File: src/rtl/board_state_ctrl_if.sv
// Button pulses in, tile maps and game status out, between the pulse logic and the renderer.
// slave is the board controller; master is whoever drives buttons and consumes the maps.
interface board_state_ctrl_if;
  logic        btn_up;
  logic        btn_down;
  logic        btn_left;
  logic        btn_right;
  logic        btn_flag;
  logic        btn_step;
  logic        btn_new;
  logic [63:0] mineMap;
  logic [63:0] flagMap;
  logic [63:0] stepMap;
  logic [63:0] posMap;
  logic [6:0]  flag_count;
  logic        busy;
  logic        game_over;
  logic        game_won;

  modport slave (
    input  btn_up, btn_down, btn_left, btn_right, btn_flag, btn_step, btn_new,
    output mineMap, flagMap, stepMap, posMap, flag_count, busy, game_over, game_won
  );

  modport master (
    output btn_up, btn_down, btn_left, btn_right, btn_flag, btn_step, btn_new,
    input  mineMap, flagMap, stepMap, posMap, flag_count, busy, game_over, game_won
  );
endinterface

File: src/rtl/board_state_ctrl.sv
// Minesweeper 8x8 game-state writer: LFSR mine placement, cursor moves, flag/step, win/loss.
// Tile t: t[2:0] = column, t[5:3] = row; tile 0 is top-left.
module board_state_ctrl #(
  parameter int unsigned NUM_MINES = 10,
  parameter logic [15:0] LFSR_SEED = 16'hACE1
) (
  input logic               clk,
  input logic               reset,
  board_state_ctrl_if.slave bus
);

  localparam logic [1:0] StPlace = 2'd0;
  localparam logic [1:0] StPlay  = 2'd1;
  localparam logic [1:0] StLost  = 2'd2;
  localparam logic [1:0] StWon   = 2'd3;

  logic [1:0]  state_q, state_d;
  logic [15:0] lfsr_q, lfsr_d;
  logic [63:0] mine_q, mine_d;
  logic [63:0] flag_q, flag_d;
  logic [63:0] step_q, step_d;
  logic [63:0] pos_q, pos_d;
  logic [5:0]  cur_q, cur_d;
  logic [6:0]  fcnt_q, fcnt_d;
  logic [5:0]  placed_q, placed_d;
  logic        busy_q, busy_d;
  logic        over_q, over_d;
  logic        won_q, won_d;

  logic [5:0]  cand;
  logic [2:0]  row, col;
  logic        do_new;

  assign cand = lfsr_q[5:0];
  assign row  = cur_q[5:3];
  assign col  = cur_q[2:0];

  // Fibonacci taps 16,14,13,11; runs every cycle so each new game gets a fresh layout.
  assign lfsr_d = {lfsr_q[14:0], lfsr_q[15] ^ lfsr_q[13] ^ lfsr_q[12] ^ lfsr_q[10]};

  always_comb begin
    state_d  = state_q;
    mine_d   = mine_q;
    flag_d   = flag_q;
    step_d   = step_q;
    cur_d    = cur_q;
    fcnt_d   = fcnt_q;
    placed_d = placed_q;
    busy_d   = busy_q;
    over_d   = over_q;
    won_d    = won_q;
    do_new   = 1'b0;

    unique case (state_q)
      StPlace: begin
        if (!mine_q[cand] && (cand != cur_q)) begin
          mine_d[cand] = 1'b1;
          placed_d     = placed_q + 6'd1;
          if (placed_d == 6'(NUM_MINES)) begin
            state_d = StPlay;
            busy_d  = 1'b0;
          end
        end
      end
      StPlay: begin
        // Win is judged on the registered maps, so it lands one edge after the last safe step.
        if (&(step_q | mine_q)) begin
          state_d = StWon;
          won_d   = 1'b1;
        end else if (bus.btn_new) begin
          do_new = 1'b1;
        end else if (bus.btn_step) begin
          if (!flag_q[cur_q] && !step_q[cur_q]) begin
            step_d[cur_q] = 1'b1;
            if (mine_q[cur_q]) begin
              step_d  = step_q | mine_q | pos_q;
              state_d = StLost;
              over_d  = 1'b1;
            end
          end
        end else if (bus.btn_flag) begin
          if (!step_q[cur_q]) begin
            flag_d[cur_q] = ~flag_q[cur_q];
            fcnt_d        = flag_q[cur_q] ? fcnt_q - 7'd1 : fcnt_q + 7'd1;
          end
        end else if (bus.btn_up) begin
          cur_d = {row - 3'd1, col};
        end else if (bus.btn_down) begin
          cur_d = {row + 3'd1, col};
        end else if (bus.btn_left) begin
          cur_d = {row, col - 3'd1};
        end else if (bus.btn_right) begin
          cur_d = {row, col + 3'd1};
        end
      end
      StLost, StWon: begin
        do_new = bus.btn_new;
      end
    endcase

    if (do_new) begin
      state_d  = StPlace;
      mine_d   = '0;
      flag_d   = '0;
      step_d   = '0;
      cur_d    = '0;
      fcnt_d   = '0;
      placed_d = '0;
      busy_d   = 1'b1;
      over_d   = 1'b0;
      won_d    = 1'b0;
    end

    pos_d = 64'h1 << cur_d;
  end

  always_ff @(posedge clk or posedge reset) begin
    if (reset) begin
      state_q  <= StPlace;
      lfsr_q   <= LFSR_SEED;
      mine_q   <= '0;
      flag_q   <= '0;
      step_q   <= '0;
      pos_q    <= 64'h1;
      cur_q    <= '0;
      fcnt_q   <= '0;
      placed_q <= '0;
      busy_q   <= 1'b1;
      over_q   <= 1'b0;
      won_q    <= 1'b0;
    end else begin
      state_q  <= state_d;
      lfsr_q   <= lfsr_d;
      mine_q   <= mine_d;
      flag_q   <= flag_d;
      step_q   <= step_d;
      pos_q    <= pos_d;
      cur_q    <= cur_d;
      fcnt_q   <= fcnt_d;
      placed_q <= placed_d;
      busy_q   <= busy_d;
      over_q   <= over_d;
      won_q    <= won_d;
    end
  end

  assign bus.mineMap    = mine_q;
  assign bus.flagMap    = flag_q;
  assign bus.stepMap    = step_q;
  assign bus.posMap     = pos_q;
  assign bus.flag_count = fcnt_q;
  assign bus.busy       = busy_q;
  assign bus.game_over  = over_q;
  assign bus.game_won   = won_q;

endmodule

File: src/flat_wrapper.sv
// flat-port wrapper written by rule: the top's interface ports become plain ports
module board_state_ctrl_flat 
#(
  parameter int unsigned NUM_MINES = 10,
  parameter logic [15:0] LFSR_SEED = 16'hACE1
)
  (clk, reset, bus_btn_up, bus_btn_down, bus_btn_left, bus_btn_right, bus_btn_flag, bus_btn_step, bus_btn_new, bus_mineMap, bus_flagMap, bus_stepMap, bus_posMap, bus_flag_count, bus_busy, bus_game_over, bus_game_won);
  board_state_ctrl_if bus_i ();
  input logic clk;
  input logic reset;
  input wire logic [$bits(bus_i.btn_up)-1:0] bus_btn_up;
  input wire logic [$bits(bus_i.btn_down)-1:0] bus_btn_down;
  input wire logic [$bits(bus_i.btn_left)-1:0] bus_btn_left;
  input wire logic [$bits(bus_i.btn_right)-1:0] bus_btn_right;
  input wire logic [$bits(bus_i.btn_flag)-1:0] bus_btn_flag;
  input wire logic [$bits(bus_i.btn_step)-1:0] bus_btn_step;
  input wire logic [$bits(bus_i.btn_new)-1:0] bus_btn_new;
  output wire logic [$bits(bus_i.mineMap)-1:0] bus_mineMap;
  output wire logic [$bits(bus_i.flagMap)-1:0] bus_flagMap;
  output wire logic [$bits(bus_i.stepMap)-1:0] bus_stepMap;
  output wire logic [$bits(bus_i.posMap)-1:0] bus_posMap;
  output wire logic [$bits(bus_i.flag_count)-1:0] bus_flag_count;
  output wire logic [$bits(bus_i.busy)-1:0] bus_busy;
  output wire logic [$bits(bus_i.game_over)-1:0] bus_game_over;
  output wire logic [$bits(bus_i.game_won)-1:0] bus_game_won;
  assign bus_i.btn_up = bus_btn_up;
  assign bus_i.btn_down = bus_btn_down;
  assign bus_i.btn_left = bus_btn_left;
  assign bus_i.btn_right = bus_btn_right;
  assign bus_i.btn_flag = bus_btn_flag;
  assign bus_i.btn_step = bus_btn_step;
  assign bus_i.btn_new = bus_btn_new;
  assign bus_mineMap = bus_i.mineMap;
  assign bus_flagMap = bus_i.flagMap;
  assign bus_stepMap = bus_i.stepMap;
  assign bus_posMap = bus_i.posMap;
  assign bus_flag_count = bus_i.flag_count;
  assign bus_busy = bus_i.busy;
  assign bus_game_over = bus_i.game_over;
  assign bus_game_won = bus_i.game_won;
  board_state_ctrl #(.NUM_MINES(NUM_MINES), .LFSR_SEED(LFSR_SEED)) u_core (.clk(clk), .reset(reset), .bus(bus_i));
endmodule
File: config.mk
export PLATFORM = sky130hd
export DESIGN_NAME = board_state_ctrl_flat
export DESIGN_NICKNAME = d
export VERILOG_FILES = /design/src/rtl/board_state_ctrl_if.sv /design/src/rtl/board_state_ctrl.sv /design/src/flat_wrapper.sv
export SDC_FILE = /design/constraint.sdc
export NUM_CORES = 1
export LEC_CHECK = 0
export BUFFER_PORTS_ARGS = -buffer_cell sky130_fd_sc_hd__buf_4
export CELL_PAD_IN_SITES_DETAIL_PLACEMENT = 1
export CELL_PAD_IN_SITES_GLOBAL_PLACEMENT = 2
export CORE_MARGIN = 3
export CORE_UTILIZATION = 38
export CTS_CLUSTER_SIZE = 8
export DETAILED_ROUTE_END_ITERATION = 10
export MAX_ROUTING_LAYER = met4
export PLACE_DENSITY = 0.95
export SETUP_SLACK_MARGIN = 0.15
export SLEW_MARGIN = 40
export SYNTH_ARGS = -nofsm -noshare
export SYNTH_HDL_FRONTEND = slang
export SYNTH_SLANG_ARGS = --single-unit
File: constraint.sdc
create_clock -name clk -period 22.3 [get_ports clk]
set_input_delay 1.115 -clock clk [delete_from_list [all_inputs] [get_ports clk]]
set_output_delay 1.115 -clock clk [all_outputs]
set_load 0.01 [all_outputs]
==> metrics.cfg, run 1 <==
[run_status]
status = complete, no violations

[worst_setup_path]
worstSetupEndpointType = flip-flop
critical_path_class = reg2reg
r2r_slack_ns = 16.72
r2r_cells = 16
crit_arrival_ns = 6.09
crit_path_end = u_core.bus.flag_count[6]$_DFFE_PP0P_
r2r-end = u_core.bus.flag_count[6]$_DFFE_PP0P_
start_kind = flip-flop
crit_start = u_core.cur_q[0]$_DFF_PP0_
required_ns = 22.81
r2r_start = u_core.cur_q[0]$_DFF_PP0_
cp_max_fo = 43

[sta]
finalClockSkew_ns = 0.0222
period_needed_ns = 5.58
period_share = 0.250
relSlewSlack = 0.400
max_freq_mhz = 179
setup_viol = 0
tns_ns = 0
worst_pin_slew_ns = 0.894
grt_setup_unrepaired = false
hold_viol = 0
layout_setup_ws_ns = 16.72
report.final.slew_viol_count = 0

[finish]
final_area_sq_um = 19100
layout-drive-gt1-share = 0.244
final_cell_mix = 301 x buf_4, 283 x dfrtp_1, 151 x o21ai_0
final_common_cell = buf_4
fillers = 4411
fin_nets = 1783
syn_to_final_growth_pct = 23.6

[logic_synthesis]
synth_flop_cell = dfrtp_1
yosysSeqAreaShare = 0.481
avgSynthCellArea_sq_um = 9.89
yosys_warnings = 0
synthArstFlopShare = 1.00
syn_inst = 1560
ys_seq_elements = 296
synth_cell_type_count = 72
synth_edf_count = 0
syn-num-nets = 1581
syn_area_sq_um = 15400

[power]
leakage_nw = 8.34
power_frac_comb = 0.319
p_switching_w = 0.000887
ir_drop_mv = 0.0593
power_frac_clock = 0.285
p_seq_frac = 0.396
power.internal_w = 0.00126
power_density_nw_per_um2 = 112
swShare = 0.414

[global_routing]
antenna_found_initial = 5
grt_pass1_vias = 15846
grt_max_degree = 138
grt_pass1_wl_um = 113000
grt_usage = 0.359
grt.overflow.total = 0

[detailed_routing]
wirelength_um = 77700
postRouteAntennaNets = 0
firstDrtPassIters = 5
viasPerCell = 6.84
drc = 0
via_count = 15799
drt_iter0_drc = 1889
routedWlPerCell_um = 33.6

[floorplan]
io_pins = 275
fp.dieW_um = 207
die-area_sq_um = 43100
start_util = 0.387
num_rows = 73
die_h_um = 207
coreArea_sq_um = 39900

[place]
gp_congestion = 1.02
place.port_buffers = 274
dp.final_hpwl_um = 54500
dpl-instance-area_sq_um = 17800
dp_slack_ns = 16.88

[clocking]
post_cts_buffers = 0
cts_max_path_buffers = 3
clock-root-buffer = clkbuf_16
cts_hold_buf = 0
cts_resized = 0
cts.clk_slew.worst_paths_ns = 0.06
clkLatencyLatePin_ns = 0.59
cts_sinks = 296
cts_inserted_buffers = 43
cts_tree = done
cts.htree.levels = 2

[run]
drv_cap = 0

[worst_hold_path]
min_path_type = reg2reg

## power by group through the flow
stage / clock [W] / combinational, W / sequential [W]
detailed placement: 0 / 0.000668 / 0.000842
floorplan: 0 / 0.000377 / 0.000752
global placement: 0 / 0.000643 / 0.000841
global route: 0.000640 / 0.000735 / 0.000845
CTS: 0.000616 / 0.000672 / 0.000834
finish: 0.000611 / 0.000684 / 0.000850
## state kept, by name, summed over array words and instances (netlist names), 2 cells and up
| name | count |
|---|---|
| u_core.bus.flagMap | 64 |
| u_core.bus.mineMap | 64 |
| u_core.bus.posMap | 64 |
| u_core.bus.stepMap | 64 |
| u_core.lfsr_q | 16 |
| u_core.bus.flag_count | 7 |
| u_core.cur_q | 6 |
| u_core.placed_q | 6 |
| u_core.state_q | 2 |
## worst min path at each step
stage | cells after the start | to | startpoint
floorplan | 0 | u_core.lfsr_q[9]$_DFF_PP0_ | u_core.lfsr_q[8]$_DFF_PP0_
global placement | 0 | u_core.lfsr_q[9]$_DFF_PP0_ | u_core.lfsr_q[8]$_DFF_PP0_
detailed placement | 0 | u_core.lfsr_q[10]$_DFF_PP1_ | u_core.lfsr_q[9]$_DFF_PP0_
CTS | 0 | u_core.lfsr_q[9]$_DFF_PP0_ | u_core.lfsr_q[8]$_DFF_PP0_
global route | 0 | u_core.lfsr_q[9]$_DFF_PP0_ | u_core.lfsr_q[8]$_DFF_PP0_
finish | 0 | u_core.lfsr_q[9]$_DFF_PP0_ | u_core.lfsr_q[8]$_DFF_PP0_
## cell type report
class,instances,area (sq um),share of cell area
diodes,4,10.0,0.000525
clock buffers,59,1140,0.0596
clock inverters,4,88.8,0.00466
inverters,20,87.6,0.00459
multi-input cells,1097,7340,0.385
flip-flops and latches,296,7430,0.389
well taps,525,657,0.0345
repair buffers,304,2320,0.122
## synthesized netlist by cell type, types with 21 or more instances
cell type / number / share of area
nor2_1: 125 / 0.030
o22ai_1: 44 / 0.018
or3_1: 44 / 0.018
mux2_2: 27 / 0.020
dfrtp_1: 286 / 0.46
buf_2: 51 / 0.017
o21ai_0: 151 / 0.049
clkbuf_1: 81 / 0.020
a32o_1: 67 / 0.043
nand2_1: 130 / 0.032
o211ai_1: 35 / 0.017
mux2i_1: 39 / 0.025
a21oi_1: 21 / 0.0068
o31ai_1: 36 / 0.018
nand3_1: 82 / 0.027
## per-layer routing
layer | GRT usage | vias to the layer above | share of wire
met4 | 0.146 | 0 | 0.048
met3 | 0.0878 | 237 | 0.10
li1 | - | 6347 | -
met1 | 0.484 | 8139 | 0.41
met2 | 0.522 | 1076 | 0.44
met5 | - | - | 0
## per-stage QoR
step / utilization / power, W / instances / hold WS, ns
6_report: 0.478 / 0.00214 / 2309 / 0.352
5_1_grt: 0.478 / 0.00222 / 2308 / 0.365
4_1_cts: 0.477 / 0.00212 / 2305 / 0.355
3_3_place_gp: 0.445 / 0.00148 / 2241 / 0.335
3_5_place_dp: 0.446 / 0.00151 / 2242 / 0.340
2_1_floorplan: - / 0.00113 / 1560 / 0.331
## worst max-delay path, stage by stage, from the launching register on
cell,delay (ns)
dfrtp_2,0.80
buf_4,0.57
nor2_1,0.32
o2bb2ai_1,0.22
a221oi_1,0.29
o22ai_1,0.13
nor3_1,0.50
and2_1,0.31
clkinv_1,0.40
fa_1,0.56
a21o_1,0.18
a21oi_1,0.24
o21bai_1,0.10
a21oi_1,0.29
nor4b_1,0.33
nand3_1,0.14
nand3_1,0.12
## cell families (layout without fill, tap and decap cells)
| kind of cell | count (synthesis) | in the layout | share of synthesized area |
|---|---|---|---|
| other | 0 | 4 | 0 |
| multiplexers | 83 | 83 | 0.0698 |
| AO/OA/AOI/OAI | 496 | 496 | 0.231 |
| adder cells (fa/ha/maj) | 12 | 12 | 0.0102 |
| buffers and inverters | 167 | 387 | 0.0470 |
| XOR/XNOR | 18 | 18 | 0.0102 |
| AND/OR/NAND/NOR | 488 | 488 | 0.151 |
| flip-flops | 296 | 296 | 0.481 |
Note: power is estimated with default switching activity, not from simulation.
==> run 2: changes to the inputs <==
--- a/config.mk
+++ b/config.mk
@@ -9,11 +9,11 @@
 export CELL_PAD_IN_SITES_DETAIL_PLACEMENT = 1
 export CELL_PAD_IN_SITES_GLOBAL_PLACEMENT = 2
 export CORE_MARGIN = 3
-export CORE_UTILIZATION = 38
+export CORE_UTILIZATION = 32
 export CTS_CLUSTER_SIZE = 8
 export DETAILED_ROUTE_END_ITERATION = 10
 export MAX_ROUTING_LAYER = met4
-export PLACE_DENSITY = 0.95
+export PLACE_DENSITY = 0.86
 export SETUP_SLACK_MARGIN = 0.15
 export SLEW_MARGIN = 40
 export SYNTH_ARGS = -nofsm -noshare
==> constraint.sdc (replaced) <==
create_clock -name clk -period 4.6 [get_ports clk]
set_input_delay 0.23 -clock clk [delete_from_list [all_inputs] [get_ports clk]]
set_output_delay 0.23 -clock clk [all_outputs]
set_load 0.01 [all_outputs]
==> run 2 against run 1 <==
  * Worst setup slack worse by 16 ns
  * Sequential share of layout area fell by 1.6 points
  * Via count up 1.3%
  * Worst hold slack worse by 0.25 ns
  * Critical path type unchanged
  * Largest power group is now combinational cells
  * Critical path depth shrank 7
==> metrics.cfg, run 2 (synthesis results as in run 1) <==
[detailed_routing]
via_count = 15999  ; +1.3%
postRouteAntennaNets = 0  ; unchanged
routedWlPerCell_um = 33.4  ; -0.73%
drt_iter0_drc = 2294  ; +21%
viasPerCell = 6.46  ; -5.6%
wirelength_um = 82700  ; +6.5%
drc = 0  ; unchanged
firstDrtPassIters = 6  ; +1

[finish]
fin_nets = 1860  ; +4.3%
syn_to_final_growth_pct = 28.8
final_common_cell = buf_4
layout-drive-gt1-share = 0.275  ; +0.0303
ff_latch_area_sq_um = 7430  ; about the same
fillers = 5262  ; +19%
multi_input_comb_area_sq_um = 7350  ; about the same
final_cell_mix = 369 x buf_4, 282 x dfrtp_1, 151 x o21ai_0

[worst_hold_path]
min_path_type = in2reg

[floorplan]
io_pins = 275  ; unchanged
die-area_sq_um = 50900  ; +18%
coreArea_sq_um = 47100  ; +18%
start_util = 0.328  ; -0.0586
num_rows = 79  ; +8.2%
die_h_um = 226  ; +8.7%
fp.dieW_um = 226  ; +8.7%

[clocking]
cts.clk_slew.worst_paths_ns = 0.06  ; about the same
cts_max_path_buffers = 3  ; unchanged
cts.htree.levels = 2  ; unchanged
clock-root-buffer = clkbuf_16
clkLatencyLatePin_ns = 0.58  ; about the same
cts_sinks = 296  ; unchanged
cts_tree = done
cts_inserted_buffers = 43  ; unchanged

[global_routing]
grt.overflow.total = 0  ; unchanged
met1_usage = 0.438  ; -0.0457
grt_max_degree = 136  ; -1.4%
use_met3 = 0.0853  ; -0.00253
grtUsageMet2 = 0.480  ; -0.0424
grt_pass1_vias = 15811  ; -0.22%
grt_usage = 0.329  ; -0.0301
antenna_found_initial = 7  ; +2
grt_pass1_wl_um = 118000  ; +4.3%
grt.busiest_layer = met2

[worst_setup_path]
required_ns = 5.07  ; -17.74 ns
worstSetupEndpointType = flip-flop
crit_slowest_cell = or4_1
r2r_start = u_core.bus.stepMap[1]$_DFFE_PP0P_
path_cells = o22ai_1, nor4_1, nand3_1, or4_1, a21o_1, nand2_4, buf_12, nand2_1, o21ai_0
critical_path_class = reg2reg
crit_start = u_core.bus.stepMap[1]$_DFFE_PP0P_
crit_arrival_ns = 4.62  ; -1.47 ns
path_buf_inv = 1  ; -1
crit_cells = 9  ; -7
start_kind = flip-flop
r2r_cells = 9  ; -7
slowest_delay_ns = 0.70  ; -0.10 ns
r2r-end = u_core.bus.mineMap[15]$_DFFE_PP0P_
crit_path_end = u_core.bus.mineMap[15]$_DFFE_PP0P_
cp_top_family = simple AND/OR/NAND/NOR gates
cp_max_fo = 123  ; +190%
r2r_slack_ns = 0.45  ; -16.27 ns

[sta]
hold_ws_ns = 0.106  ; -0.246 ns
period_needed_ns = 4.15  ; -1.43 ns
worst_pin_slew_ns = 0.763  ; -0.131 ns
report.final.slew_viol_count = 0  ; unchanged
finalClockSkew_ns = 0.0139  ; -0.00830 ns
tns_ns = 0  ; unchanged
hold_viol = 0  ; unchanged
period_share = 0.903  ; +0.653
relSlewSlack = 0.492  ; +0.0919
setup_viol = 0  ; unchanged
max_freq_mhz = 241  ; +34%
grt_setup_unrepaired = false

[power]
leakage_nw = 8.77  ; +5.3%
ir_drop_mv = 0.248  ; +320%
power_density_nw_per_um2 = 542  ; +380%

[place]
gp_congestion = 1.01  ; -0.99%
place.port_buffers = 274  ; unchanged
dp.final_hpwl_um = 59800  ; +9.8%

[run_status]
status = complete, no violations

[run]
drv_cap = 0  ; unchanged

==> run 2: power breakdown <==
| part | total [W] | leakage [nW] | switching, W | internal, W |
|---|---|---|---|---|
| Combinational | 0.00390 | 4.23 | 0.00234 | 0.00156 |
| Clock | 0.00302 | 0.594 | 0.00125 | 0.00176 |
| Sequential | 0.00385 | 3.95 | 0.000826 | 0.00302 |
==> run 2: timing repair <==
item                                   CTS  global route
endpoints found under the hold margin  169             0
setup endpoints to repair                0             1
gates resized for setup                  0             5
buffers inserted                         0             0
hold buffers                             2             0
==> run 2: worst register-to-register path, stage by stage (launching register included) <==
cell     delay, ns
dfrtp_1       0.62
o22ai_1       0.21
nor4_1        0.45
nand3_1       0.21
or4_1         0.70
a21o_1        0.55
nand2_4       0.41
buf_12        0.49
nand2_1       0.27
o21ai_0       0.14
==> run 2: how the worst min path moves through the flow <==
stage	startpoint	to	cells after the start
after floorplan	u_core.lfsr_q[8]$_DFF_PP0_	u_core.lfsr_q[9]$_DFF_PP0_	0
after global placement	u_core.lfsr_q[9]$_DFF_PP0_	u_core.lfsr_q[10]$_DFF_PP1_	0
after detailed placement	u_core.lfsr_q[6]$_DFF_PP1_	u_core.lfsr_q[7]$_DFF_PP1_	0
after CTS	bus_btn_step	u_core.state_q[1]$_DFFE_PP0P_	3
after global routing	bus_btn_step	u_core.state_q[1]$_DFFE_PP0P_	3
final	bus_btn_step	u_core.state_q[1]$_DFFE_PP0P_	3
==> run 2: area by class of cell <==
type                       count  share of cell area
antenna                        6            0.000755
clock buffer                  67              0.0597
clock inverter                 3             0.00264
inverter                      20             0.00397
multi-input combinational   1097               0.370
sequential                   296               0.374
tap                          607              0.0382
timing repair buffer         381               0.151
==> run 2: per-layer routing <==
metal	share of wire	routed length, um	vias to the layer above
met1	0.41	33700	8287
met3	0.10	8530	222
met2	0.44	36400	1007
met4	0.050	4110	0
li1	-	-	6483
met5	0	0	-
==> run 2: metrics by stage <==
step / area (sq um) / setup slack, ns / std cells / utilization / power, W
finish: 19900 / 0.447 / 2477 / 0.422 / 0.0108
global route: 19900 / 0.201 / 2475 / 0.422 / 0.0112
CTS: 19800 / 0.249 / 2470 / 0.421 / 0.0107
detailed placement: 18500 / 0.276 / 2398 / 0.394 / 0.00764
global placement: 18500 / 0.424 / 2397 / 0.393 / 0.00754
floorplan: 15400 / 0.447 / 1560 / - / 0.00547
